### src/rtl/sram_pkg.sv
// Shared widths, sweep value and controller state encoding for the
// 41x512 byte-masked SRAM port controller.
package sram_pkg;

  localparam int DATA_W = 41;
  localparam int ADDR_W = 9;
  localparam int DEPTH  = 512;
  localparam int WEN_W  = 5;

  localparam logic [DATA_W-1:0] INIT_VALUE = 41'd0;

  typedef enum logic {
    ST_INIT = 1'b0,
    ST_RUN  = 1'b1
  } state_e;

endpackage

### src/rtl/sram_41_512_port_ctrl.sv
// Requester-side controller for the 41x512 SRAM: clear sweep after reset/flush,
// request stream to SRAM write/read accesses, registered read response channel.
module sram_41_512_port_ctrl
  import sram_pkg::*;
(
  input  logic              clk_i,
  input  logic              rst_i,
  input  logic              req_valid_i,
  output logic              req_ready_o,
  input  logic              req_write_i,
  input  logic [ADDR_W-1:0] req_adr_i,
  input  logic [WEN_W-1:0]  req_wen_i,
  input  logic [DATA_W-1:0] req_data_i,
  output logic              resp_valid_o,
  input  logic              resp_ready_i,
  output logic [DATA_W-1:0] resp_data_o,
  input  logic              flush_i,
  output logic              busy_o,
  output logic [WEN_W-1:0]  sram_wen_o,
  output logic [DATA_W-1:0] sram_data_o,
  output logic [ADDR_W-1:0] sram_wadr_o,
  output logic [ADDR_W-1:0] sram_radr_o,
  input  logic [DATA_W-1:0] sram_data_i
);

  localparam logic [ADDR_W-1:0] LAST_ADR = ADDR_W'(DEPTH - 1);

  state_e              r_state;
  state_e              w_next_state;
  logic [ADDR_W-1:0]   r_cnt;
  logic                r_resp_valid;
  logic [DATA_W-1:0]   r_resp_data;

  logic                w_ready;
  logic                w_busy;
  logic                w_rd_accept;
  logic [WEN_W-1:0]    w_wen;
  logic [ADDR_W-1:0]   w_wadr;
  logic [DATA_W-1:0]   w_wdata;

  // Next-state and SRAM port drive; the sweep owns the write port in ST_INIT.
  always_comb begin
    w_next_state = r_state;
    w_ready      = 1'b0;
    w_busy       = 1'b0;
    w_wen        = {WEN_W{1'b0}};
    w_wadr       = req_adr_i;
    w_wdata      = req_data_i;
    case (r_state)
      ST_INIT: begin
        w_busy  = 1'b1;
        w_wen   = {WEN_W{1'b1}};
        w_wadr  = r_cnt;
        w_wdata = INIT_VALUE;
        if (r_cnt == LAST_ADR) begin
          w_next_state = ST_RUN;
        end else begin
          w_next_state = ST_INIT;
        end
      end
      ST_RUN: begin
        // A flush cycle refuses the request so nothing lands during the sweep start.
        w_ready = (~r_resp_valid | resp_ready_i) & ~flush_i;
        if (flush_i) begin
          w_next_state = ST_INIT;
        end else begin
          w_next_state = ST_RUN;
        end
        if (w_ready & req_valid_i & req_write_i) begin
          w_wen = req_wen_i;
        end else begin
          w_wen = {WEN_W{1'b0}};
        end
      end
      default: begin
        w_next_state = ST_INIT;
      end
    endcase
  end

  assign req_ready_o  = w_ready & ~rst_i;
  assign sram_wen_o   = w_wen & {WEN_W{~rst_i}};
  assign sram_wadr_o  = w_wadr;
  assign sram_data_o  = w_wdata;
  assign sram_radr_o  = req_adr_i;
  assign busy_o       = w_busy;
  assign resp_valid_o = r_resp_valid;
  assign resp_data_o  = r_resp_data;
  assign w_rd_accept  = req_ready_o & req_valid_i & ~req_write_i;

  // State register and sweep counter; the counter rests at zero outside the sweep.
  always_ff @(posedge clk_i) begin
    if (rst_i) begin
      r_state <= ST_INIT;
      r_cnt   <= {ADDR_W{1'b0}};
    end else begin
      r_state <= w_next_state;
      if (r_state == ST_INIT) begin
        r_cnt <= r_cnt + {{(ADDR_W-1){1'b0}}, 1'b1};
      end else begin
        r_cnt <= {ADDR_W{1'b0}};
      end
    end
  end

  // Response register: captured on read accept, held until consumed, even across a sweep.
  always_ff @(posedge clk_i) begin
    if (rst_i) begin
      r_resp_valid <= 1'b0;
      r_resp_data  <= {DATA_W{1'b0}};
    end else if (w_rd_accept) begin
      r_resp_valid <= 1'b1;
      r_resp_data  <= sram_data_i;
    end else if (r_resp_valid & resp_ready_i) begin
      r_resp_valid <= 1'b0;
      r_resp_data  <= r_resp_data;
    end else begin
      r_resp_valid <= r_resp_valid;
      r_resp_data  <= r_resp_data;
    end
  end

endmodule

### config.mk
export PLATFORM = sky130hd
export DESIGN_NAME = sram_41_512_port_ctrl
export DESIGN_NICKNAME = d
export VERILOG_FILES = /design/src/rtl/sram_pkg.sv /design/src/rtl/sram_41_512_port_ctrl.sv
export SDC_FILE = /design/constraint.sdc
export NUM_CORES = 1
export LEC_CHECK = 0
export CORE_UTILIZATION = 30
export DETAILED_ROUTE_END_ITERATION = 6
export MAX_ROUTING_LAYER = met4
export PLACE_DENSITY = 0.81
export SKIP_LAST_GASP = 1
export SLEW_MARGIN = 20
export SYNTH_ARGS = -nofsm -noshare
export SYNTH_HDL_FRONTEND = slang
export SYNTH_SLANG_ARGS = --single-unit
### constraint.sdc
create_clock -name clk_i -period 1.66 [get_ports clk_i]
set_clock_uncertainty 0.05 [all_clocks]
set_input_delay 0.332 -clock clk_i [delete_from_list [all_inputs] [get_ports clk_i]]
set_output_delay 0.332 -clock clk_i [all_outputs]
set_load 0.02 [all_outputs]
==> results of run 1 <==
power groups by stage:
stage | combinational [mW] | clock [mW] | sequential [mW]
2_1_floorplan | 0.115 | 0 | 1.29
3_3_place_gp | 0.442 | 0 | 1.29
3_5_place_dp | 0.447 | 0 | 1.29
4_1_cts | 0.451 | 0.767 | 1.25
5_1_grt | 0.485 | 0.812 | 1.26
6_report | 0.453 | 0.752 | 1.25
layout make-up:
type / count / area, sq um
Clock buffer: 7 / 86.3
Clock inverter: 1 / 7.51
Inverter: 44 / 165
Fill cell: 703 / 2930
Timing Repair Buffer: 251 / 2550
Tap cell: 105 / 131
Multi-Input combinational cell: 178 / 1430
Sequential cell: 52 / 1050
worst max-delay path by stage:
stage	slack, ns	end	cells past startpoint
global placement	-0.74	sram_wen_o[1]	6
global route	-0.21	resp_data_o[15]$_SDFFE_PP0P_	5
finish	-0.18	resp_data_o[22]$_SDFFE_PP0P_	5
CTS	-0.19	resp_data_o[15]$_SDFFE_PP0P_	6
floorplan	0.003	resp_data_o[10]$_SDFFE_PP0P_	6
detailed placement	-0.77	resp_data_o[26]$_SDFFE_PP0P_	6
cells in the mapped netlist (all sizes together) (2+ instances only):
| master | instances |
|---|---|
| a21o | 5 |
| a21oi | 4 |
| and2 | 43 |
| buf | 15 |
| clkbuf | 22 |
| dfxtp | 52 |
| ha | 2 |
| inv | 44 |
| mux2 | 9 |
| nand2 | 6 |
| nand2b | 2 |
| nand3 | 4 |
| nor2 | 6 |
| o21ai | 44 |
| o311ai | 41 |
| or3 | 4 |
| xor2 | 2 |
cell families after synthesis:
| family | Yosys count | share of synthesized area [%] |
|---|---|---|
| buf+inv | 81 | 14.3 |
| xor+xnor | 3 | 1.00 |
| fa+ha+maj | 2 | 0.956 |
| mux | 9 | 3.87 |
| simple gates | 70 | 15.6 |
| flops | 52 | 39.8 |
| compound gates | 94 | 24.5 |
sequential cells by signal, summed over array words and instances, names as in the netlist:
name	flops
resp_valid_o	1
r_cnt	9
r_state	1
resp_data_o	41
per-layer routing:
layer	GRT usage (%)	up-vias	routed length (um)
met2	47.3	149	6150
met1	24.2	1490	4080
met5	-	-	0
met3	4.63	15	886
li1	-	1518	-
met4	6.47	0	156
what timing repair did:
item / in CTS / in global routing
setup endpoints to repair: 106 / 131
gates resized for setup: 277 / 76
pin swaps: 9 / 3
buffers inserted: 9 / 0
endpoints found under the hold margin: 0 / 0
hold buffers: 0 / 0
cloned: 7 / 1
worst register-to-register path: cells and delay by family (launching register included):
kind	cells	cell delay, ns
AO/OA/AOI/OAI	2	0.56
AND/OR/NAND/NOR	1	0.42
flip-flops	1	0.37
buffers and inverters	2	0.33
metrics by stage:
step	util, %	hold WS [ns]	instances
5_1_grt	64.9	0.460	638
3_5_place_dp	58.3	0.429	614
6_report	64.9	0.421	638
4_1_cts	64.0	0.433	638
2_1_floorplan	-	0.344	311
3_3_place_gp	58.3	0.418	614
==> impl_metrics.json, run 1 <==
{
  "synthesis.nets": 415,
  "first_pass_iters": 4,
  "cp_slowest_cell": "o311ai_0",
  "hpwl_um": 7800,
  "power_switching_mw": 0.587,
  "cp_top_family": "compound AO/OA/AOI/OAI gates",
  "reg2reg_to": "resp_data_o[22]$_SDFFE_PP0P_",
  "final_common_cell": "clkdlybuf4s50_1",
  "gp_congestion": 0.864,
  "fin_crit_ns": 1.84,
  "total_leakage_power_nw": 2.98,
  "timing.rr.start": "r_state$_SDFF_PP0_",
  "place_area_sq_um": 4860,
  "synthFlopType": "dfxtp_1",
  "path_buf_inv": 2,
  "reg2reg_depth": 5,
  "hold_viol_final": 0,
  "stdcell_area_sq_um": 5410,
  "violations": "setup timing",
  "clkPwrFrac_pct": 30.6,
  "layout_setup_ws_ns": -0.182,
  "r2r_slack_ns": -0.18,
  "seqPwrFrac_pct": 51.0,
  "p_int_mw": 1.87,
  "dieHeight_um": 95.4,
  "ys_seq_area_share_pct": 39.8,
  "swShare_pct": 23.9,
  "num_antenna_cells": 0,
  "die_w_um": 95.4,
  "cts_inserted_buffers": 5,
  "hold_depth": 2,
  "maxCapViolations": 0,
  "drc": 0,
  "grt_pass1_vias": 3151,
  "antenna_found_initial": 0,
  "vias": 3172,
  "ant_nets": 0,
  "cts_buffer_depth": 2,
  "synth_area_leader_cell": "dfxtp_1",
  "drv_slew": 0,
  "synth.avg_cell_area_sq_um": 8.41,
  "cp_max_fo": 21,
  "drive_above_1_share_pct": 29.6,
  "fin_tns_setup_ns": -7.03,
  "holdPathEnd": "resp_data_o[29]$_SDFFE_PP0P_",
  "synth_area_leaders": "dfxtp_1, o311ai_0, and2_1",
  "cts_tree": "yes",
  "io-pin-count": 210,
  "insertion_delay_ns": 0.30,
  "clkTransAtPathRegs_ns": 0.09,
  "p_per_area_nw_per_um2": 454,
  "grt-ovfl-total": 0,
  "worst-setup-path-type": "reg -> reg",
  "core.rowCount": 33,
  "ir_worst_vdd_mv": 0.296,
  "power_frac_comb_pct": 18.4,
  "initial_core_util_pct": 31.4,
  "clockRootBuffer": "clkbuf_8",
  "track_usage_pct": 24.2,
  "nNetsFinal": 636,
  "synth_top_area_share_pct": 39.8,
  "syn_inst": 311,
  "netlist-cell-type-count": 28,
  "crit_start": "r_state$_SDFF_PP0_",
  "synth_warnings": 0,
  "area_delta_synth_final_pct": 107,
  "final_cell_mix": "clkdlybuf4s50_1, dfxtp_1, inv_1",
  "total_power_mw": 2.46,
  "worst_slew_pin_slew_ns": 0.463,
  "ys_seq_elements": 52,
  "clock-sinks": 52,
  "die-area_sq_um": 9100,
  "cp_data_required_time_ns": 1.79,
  "min_from": "resp_data_o[29]$_SDFFE_PP0P_",
  "grt_pass1_wl_um": 16100,
  "post-place-ws_ns": -0.769,
  "drt_first_iter_violations": 76,
  "numPortBuffers": 209,
  "maxSlewHeadroom_pct": 68.7,
  "fin_crit_sh_pct": 111,
  "async_flop_share_pct": 0,
  "cp.arrival_ns": 1.97,
  "slowest_delay_ns": 0.46,
  "drt-total-wl_um": 11300,
  "viasPerCell": 4.97,
  "crit_path_end_kind": "flop",
  "hold_path_class": "reg -> reg",
  "wire_per_inst_um": 17.7,
  "synth_area_sq_um": 2620,
  "cp-start-kind": "flop",
  "fmax_ghz": 0.543,
  "synth-edff-count": 0,
  "coreArea_sq_um": 8340,
  "rsz0062_at_grt": "yes",
  "path_cells": "or3b_4, buf_4, buf_16, o311ai_0, o21ai_2",
  "outcome": "finished, violations left",
  "grt_max_degree": 44,
  "setup_violations": 57,
  "h-tree-depth": 2
}
(Power assumes the default switching activity.)
==> run 2: changes to the inputs <==
Settings changed: GPL_TIMING_DRIVEN set to 0.
==> run 2 against run 1 <==
Against the previous run: the flow still finishes with violations (setup timing); die area did not move; flip-flop and latch count did not move; worst setup slack improved by 0.0031 ns; sequential power barely moved; final cell count rose by 1.9%; clock power rose by 27%; wire length rose by 4.3%; first-iteration DRC count rose by 7.9%.
==> impl_metrics.json, run 2 (synthesis gave the netlist of run 1 again) <==
{
  "fill_cells": 634,
  "violations": "setup timing",
  "vias": 3274,
  "insertion_delay_ns": 0.30,
  "drive_above_1_share_pct": 36.0,
  "core.rowCount": 33,
  "total_leakage_power_nw": 3.04,
  "multi_input_area_sq_um": 1690,
  "stdcell_area_sq_um": 5770,
  "worst_slew_pin_slew_ns": 0.925,
  "outcome": "finished, violations left",
  "dp.cells": 625,
  "antenna_found_initial": 1,
  "grt_max_degree": 16,
  "ant_nets": 0,
  "clockRootBuffer": "clkbuf_8",
  "gp_congestion": 0.897,
  "die_w_um": 95.4,
  "cp_top_family": "simple AND/OR/NAND/NOR gates",
  "swShare_pct": 22.9,
  "hold_path_class": "in -> reg",
  "path_cells": "or3b_4, clkbuf_16, nor2_4, buf_6",
  "cts_buffer_depth": 2,
  "layout_setup_ws_ns": -0.178,
  "worst-setup-path-type": "reg -> out",
  "maxSlewHeadroom_pct": 38.3,
  "place_area_sq_um": 4850,
  "slowest_delay_ns": 0.41,
  "setup_violations": 57,
  "first_pass_iters": 4,
  "numPortBuffers": 209,
  "cp_max_fo": 5,
  "grt-ovfl-total": 0,
  "track_usage_pct": 23.9,
  "fin_crit_ns": 1.84,
  "area_delta_synth_final_pct": 120,
  "hpwl_um": 8100,
  "grt_pass1_vias": 3117,
  "total_power_mw": 2.68,
  "hold_viol_final": 0,
  "cp_slowest_cell": "or3b_4",
  "cp.arrival_ns": 1.46,
  "clkTransAtPathRegs_ns": 0.09,
  "h-tree-depth": 2,
  "p_int_mw": 2.06,
  "cp_data_required_time_ns": 1.28,
  "p_per_area_nw_per_um2": 464,
  "fin_tns_setup_ns": -3.75,
  "grt_pass1_wl_um": 16000,
  "cp-start-kind": "flop",
  "nNetsFinal": 647,
  "path_buf_inv": 2,
  "clkPwrFrac_pct": 35.5,
  "clock-sinks": 52,
  "power_switching_mw": 0.614,
  "drt-total-wl_um": 11700,
  "fin_util_pct": 69.2,
  "cts_tree": "yes",
  "drt_first_iter_violations": 82,
  "seq_area_sq_um": 1050,
  "post-place-ws_ns": -1.17,
  "wire_per_inst_um": 18.1,
  "initial_core_util_pct": 31.4,
  "cts_inserted_buffers": 5,
  "drv_slew": 0,
  "coreArea_sq_um": 8340,
  "stdcell_count": 650,
  "viasPerCell": 5.04,
  "drc": 0,
  "power_frac_comb_pct": 17.4,
  "io-pin-count": 210,
  "dieHeight_um": 95.4,
  "seqPwrFrac_pct": 47.1,
  "final_common_cell": "clkdlybuf4s50_1",
  "final_cell_mix": "clkdlybuf4s50_1, buf_6, dfxtp_1",
  "ir_worst_vdd_mv": 0.440,
  "largest_reg_flops": 41,
  "fmax_ghz": 0.544,
  "rsz0062_at_grt": "yes",
  "die-area_sq_um": 9100,
  "fin_crit_sh_pct": 111,
  "maxCapViolations": 0,
  "hold_ws_ns": 0.251,
  "crit_path_end_kind": "output pin"
}
==> run 2: cell count changes in the layout (fill, tap and decap cells not counted), moves of 6 or more <==
cell and change:
o311ai_0 -10, buf_6 +41, o311ai_1 -10, and2_4 +6, and2_1 -6, clkbuf_1 +8
mux2_4 +9, clkdlybuf4s15_2 -9, mux2_2 -9, o311ai_2 +18, buf_2 -8, buf_4 -17
==> run 2: metal layers <==
layer	part of all wire [%]	global-route usage, %
met3	7.6	5.50
met2	54	44.7
met5	0	-
met4	2.3	7.09
met1	36	24.7
==> run 2: power by group through the flow <==
stage	clock network (mW)	registers (mW)	logic, mW
4_1_cts	0.966	1.26	0.423
3_5_place_dp	0	1.29	0.429
5_1_grt	1.01	1.26	0.497
2_1_floorplan	0	1.29	0.115
3_3_place_gp	0	1.29	0.424
6_report	0.952	1.26	0.466
==> run 2: worst register-to-register path, delay by kind of cell (launching register included) <==
kind / cells / cell delay, ns
buffers and inverters: 2 / 0.31
AOI/OAI and AO/OA: 2 / 0.48
and+or+nand+nor: 1 / 0.41
DFF: 1 / 0.39
==> run 2: worst paths after layout <==
check / startpoint / end / slack (ns) / depth (start not counted)
worst min register to register: resp_data_o[8]$_SDFFE_PP0P_ / resp_data_o[8]$_SDFFE_PP0P_ / 0.43 / 2
worst max-delay path: r_state$_SDFF_PP0_ / req_ready_o / -0.18 / 4
worst max register to register: r_state$_SDFF_PP0_ / resp_data_o[16]$_SDFFE_PP0P_ / -0.09 / 5
worst min-delay path: rst_i / resp_valid_o$_SDFFE_PP0P_ / 0.25 / 2
==> run 2: area by class of cell <==
type	instances	area share (%)
repair buffers	228	40.4
flip-flops and latches	52	18.2
well taps	105	2.28
multi-input cells	179	29.2
inverters	44	2.86
plain buffers	33	4.84
clock inverters	1	0.521
clock buffers	7	1.67
diodes	1	0.0434
==> run 2: what timing repair did <==
action                                  4_1_cts  5_1_grt
cloned                                        7        0
endpoints found under the setup margin      114      137
gates resized for setup                     397      167
pin swaps                                     2        6
hold buffers                                  0        0
buffers inserted                              9        4
==> run 3: changes to the inputs <==
Settings changed: REMOVE_ABC_BUFFERS set to 1.
==> run 3 against run 2 <==
Against the previous run: the run still ends with setup timing left; clock power decreased by 24%; power decreased by 9.9%; die area unchanged; final cell count decreased by 3.1%; count of clock-buffer cells in the layout unchanged; critical path type is now reg -> reg; largest cell class unchanged.
==> impl_metrics.json, run 3 (synthesis gave the netlist of run 1 again) <==
{
  "dieHeight_um": 95.4,
  "largest_reg_flops": 41,
  "wire_per_inst_um": 19.6,
  "stdcell_area_sq_um": 5310,
  "cp_max_fo": 17,
  "track_usage_pct": 26.1,
  "gp_congestion": 0.832,
  "timing.rr.start": "r_state$_SDFF_PP0_",
  "worst_slew_pin_slew_ns": 0.543,
  "cts_inserted_buffers": 5,
  "final_common_cell": "clkdlybuf4s50_1",
  "met1_length_um": 4690,
  "core.rowCount": 33,
  "seq_area_sq_um": 1050,
  "multi_input_area_sq_um": 1430,
  "numPortBuffers": 209,
  "place_area_sq_um": 4670,
  "ant_nets": 0,
  "layout_setup_ws_ns": -0.210,
  "fin_crit_sh_pct": 113,
  "rsz0062_at_grt": "yes",
  "total_leakage_power_nw": 2.76,
  "p_per_area_nw_per_um2": 454,
  "clkTransAtPathRegs_ns": 0.09,
  "vias": 3235,
  "setup_violations": 96,
  "drc": 0,
  "outcome": "finished, violations left",
  "drv_slew": 0,
  "grt-ovfl-total": 0,
  "fill_cells": 683,
  "worst-setup-path-type": "reg -> reg",
  "hold_viol_final": 0,
  "grt_pass1_wl_um": 17100,
  "final_cell_mix": "clkdlybuf4s50_1, dfxtp_1, inv_1, and2_1, clkdlybuf4s15_2",
  "die_w_um": 95.4,
  "coreArea_sq_um": 8340,
  "hpwl_um": 7240,
  "top_layer": "met4",
  "fin_crit_ns": 1.87,
  "cp-start-kind": "flop",
  "met3WireLength_um": 982,
  "post-place-ws_ns": -1.21,
  "grt_pass1_vias": 3196,
  "clockRootBuffer": "clkbuf_8",
  "violations": "setup timing",
  "wl_met2_um": 6340,
  "maxSlewHeadroom_pct": 63.8,
  "drive_above_1_share_pct": 24.0,
  "grt_max_degree": 48,
  "die-area_sq_um": 9100,
  "antenna_found_initial": 1,
  "maxCapViolations": 0,
  "cp.arrival_ns": 2.05,
  "min_from": "rst_i",
  "io-pin-count": 210,
  "fmax_ghz": 0.535,
  "h-tree-depth": 2,
  "drt-total-wl_um": 12300,
  "cp_data_required_time_ns": 1.84,
  "hold_path_class": "in -> reg",
  "fin_util_pct": 63.7,
  "insertion_delay_ns": 0.30,
  "clock-sinks": 52,
  "nNetsFinal": 627,
  "first_pass_iters": 4,
  "cts_buffer_depth": 2,
  "initial_core_util_pct": 31.4,
  "crit_path_end_kind": "flop",
  "area_delta_synth_final_pct": 103,
  "crit_start": "r_state$_SDFF_PP0_",
  "cts_tree": "yes",
  "drt_first_iter_violations": 93,
  "ir_worst_vdd_mv": 0.299,
  "viasPerCell": 5.13
}
run 3: cell count changes in the layout (fill, tap and decap cells not counted), sizes merged:
cell,change
inv,-1
or3b,+4
clkinv,+1
or3,+6
dlymetal6s2s,-2
clkdlybuf4s50,-1
dlygate4sd2,+6
clkbuf,-21
buf,-52
clkinvlp,+2
clkdlybuf4s15,+39
bufinv,-1
run 3: power breakdown:
part	internal, mW	switching, mW
clock network	0.303	0.422
logic	0.265	0.161
registers	1.25	0.0101
total	1.82	0.594
run 3: critical path, cell delays in order (launching register included):
cell and delay [ns]:
dfxtp_4 0.41, buf_12 0.11, or3b_4 0.40, buf_6 0.18, or3_4 0.46, a21oi_2 0.17
run 3: routing by layer:
layer / GRT usage (%) / up-vias
li1: - / 1512
met1: 28.4 / 1553
met2: 47.1 / 149
met3: 5.58 / 21
met4: 7.96 / 0
met5: - / -
run 3: repair_timing:
item                                    CTS  global route
endpoints found under the setup margin  123           132
hold buffers                              0             0
gates cloned                              8             4
gates resized for setup                 256            85
buffers inserted                         16             4
pin swaps                                 8             6
run 3: path summary, 6_finish.rpt:
check / slack, ns / cells after the start / endpoint
max: -0.21 / 5 / resp_valid_o$_SDFFE_PP0P_
min: 0.37 / 2 / resp_valid_o$_SDFFE_PP0P_
max reg2reg: -0.21 / 5 / resp_valid_o$_SDFFE_PP0P_
min reg2reg: 0.43 / 2 / resp_data_o[27]$_SDFFE_PP0P_
run 3: layout make-up:
class	count	share of cell area [%]
Timing Repair inverter	1	0.141
Clock inverter	1	0.165
Antenna cell	1	0.0471
Clock buffer	7	1.44
Tap cell	105	2.47
Inverter	44	3.18
Sequential cell	52	19.7
Multi-Input combinational cell	189	26.9
Timing Repair Buffer	230	45.9
run 3: through the flow:
stage                     hold slack (ns)  cells  total power [mW]  TNS (ns)
after floorplan                     0.344    274              1.37    -44.53
after global placement              0.420    588              1.69   -151.54
after detailed placement            0.428    589              1.69    -79.15
after CTS                           0.362    621              2.42     -9.91
after global routing                0.376    630              2.52    -15.54
final                               0.371    630              2.41    -10.16
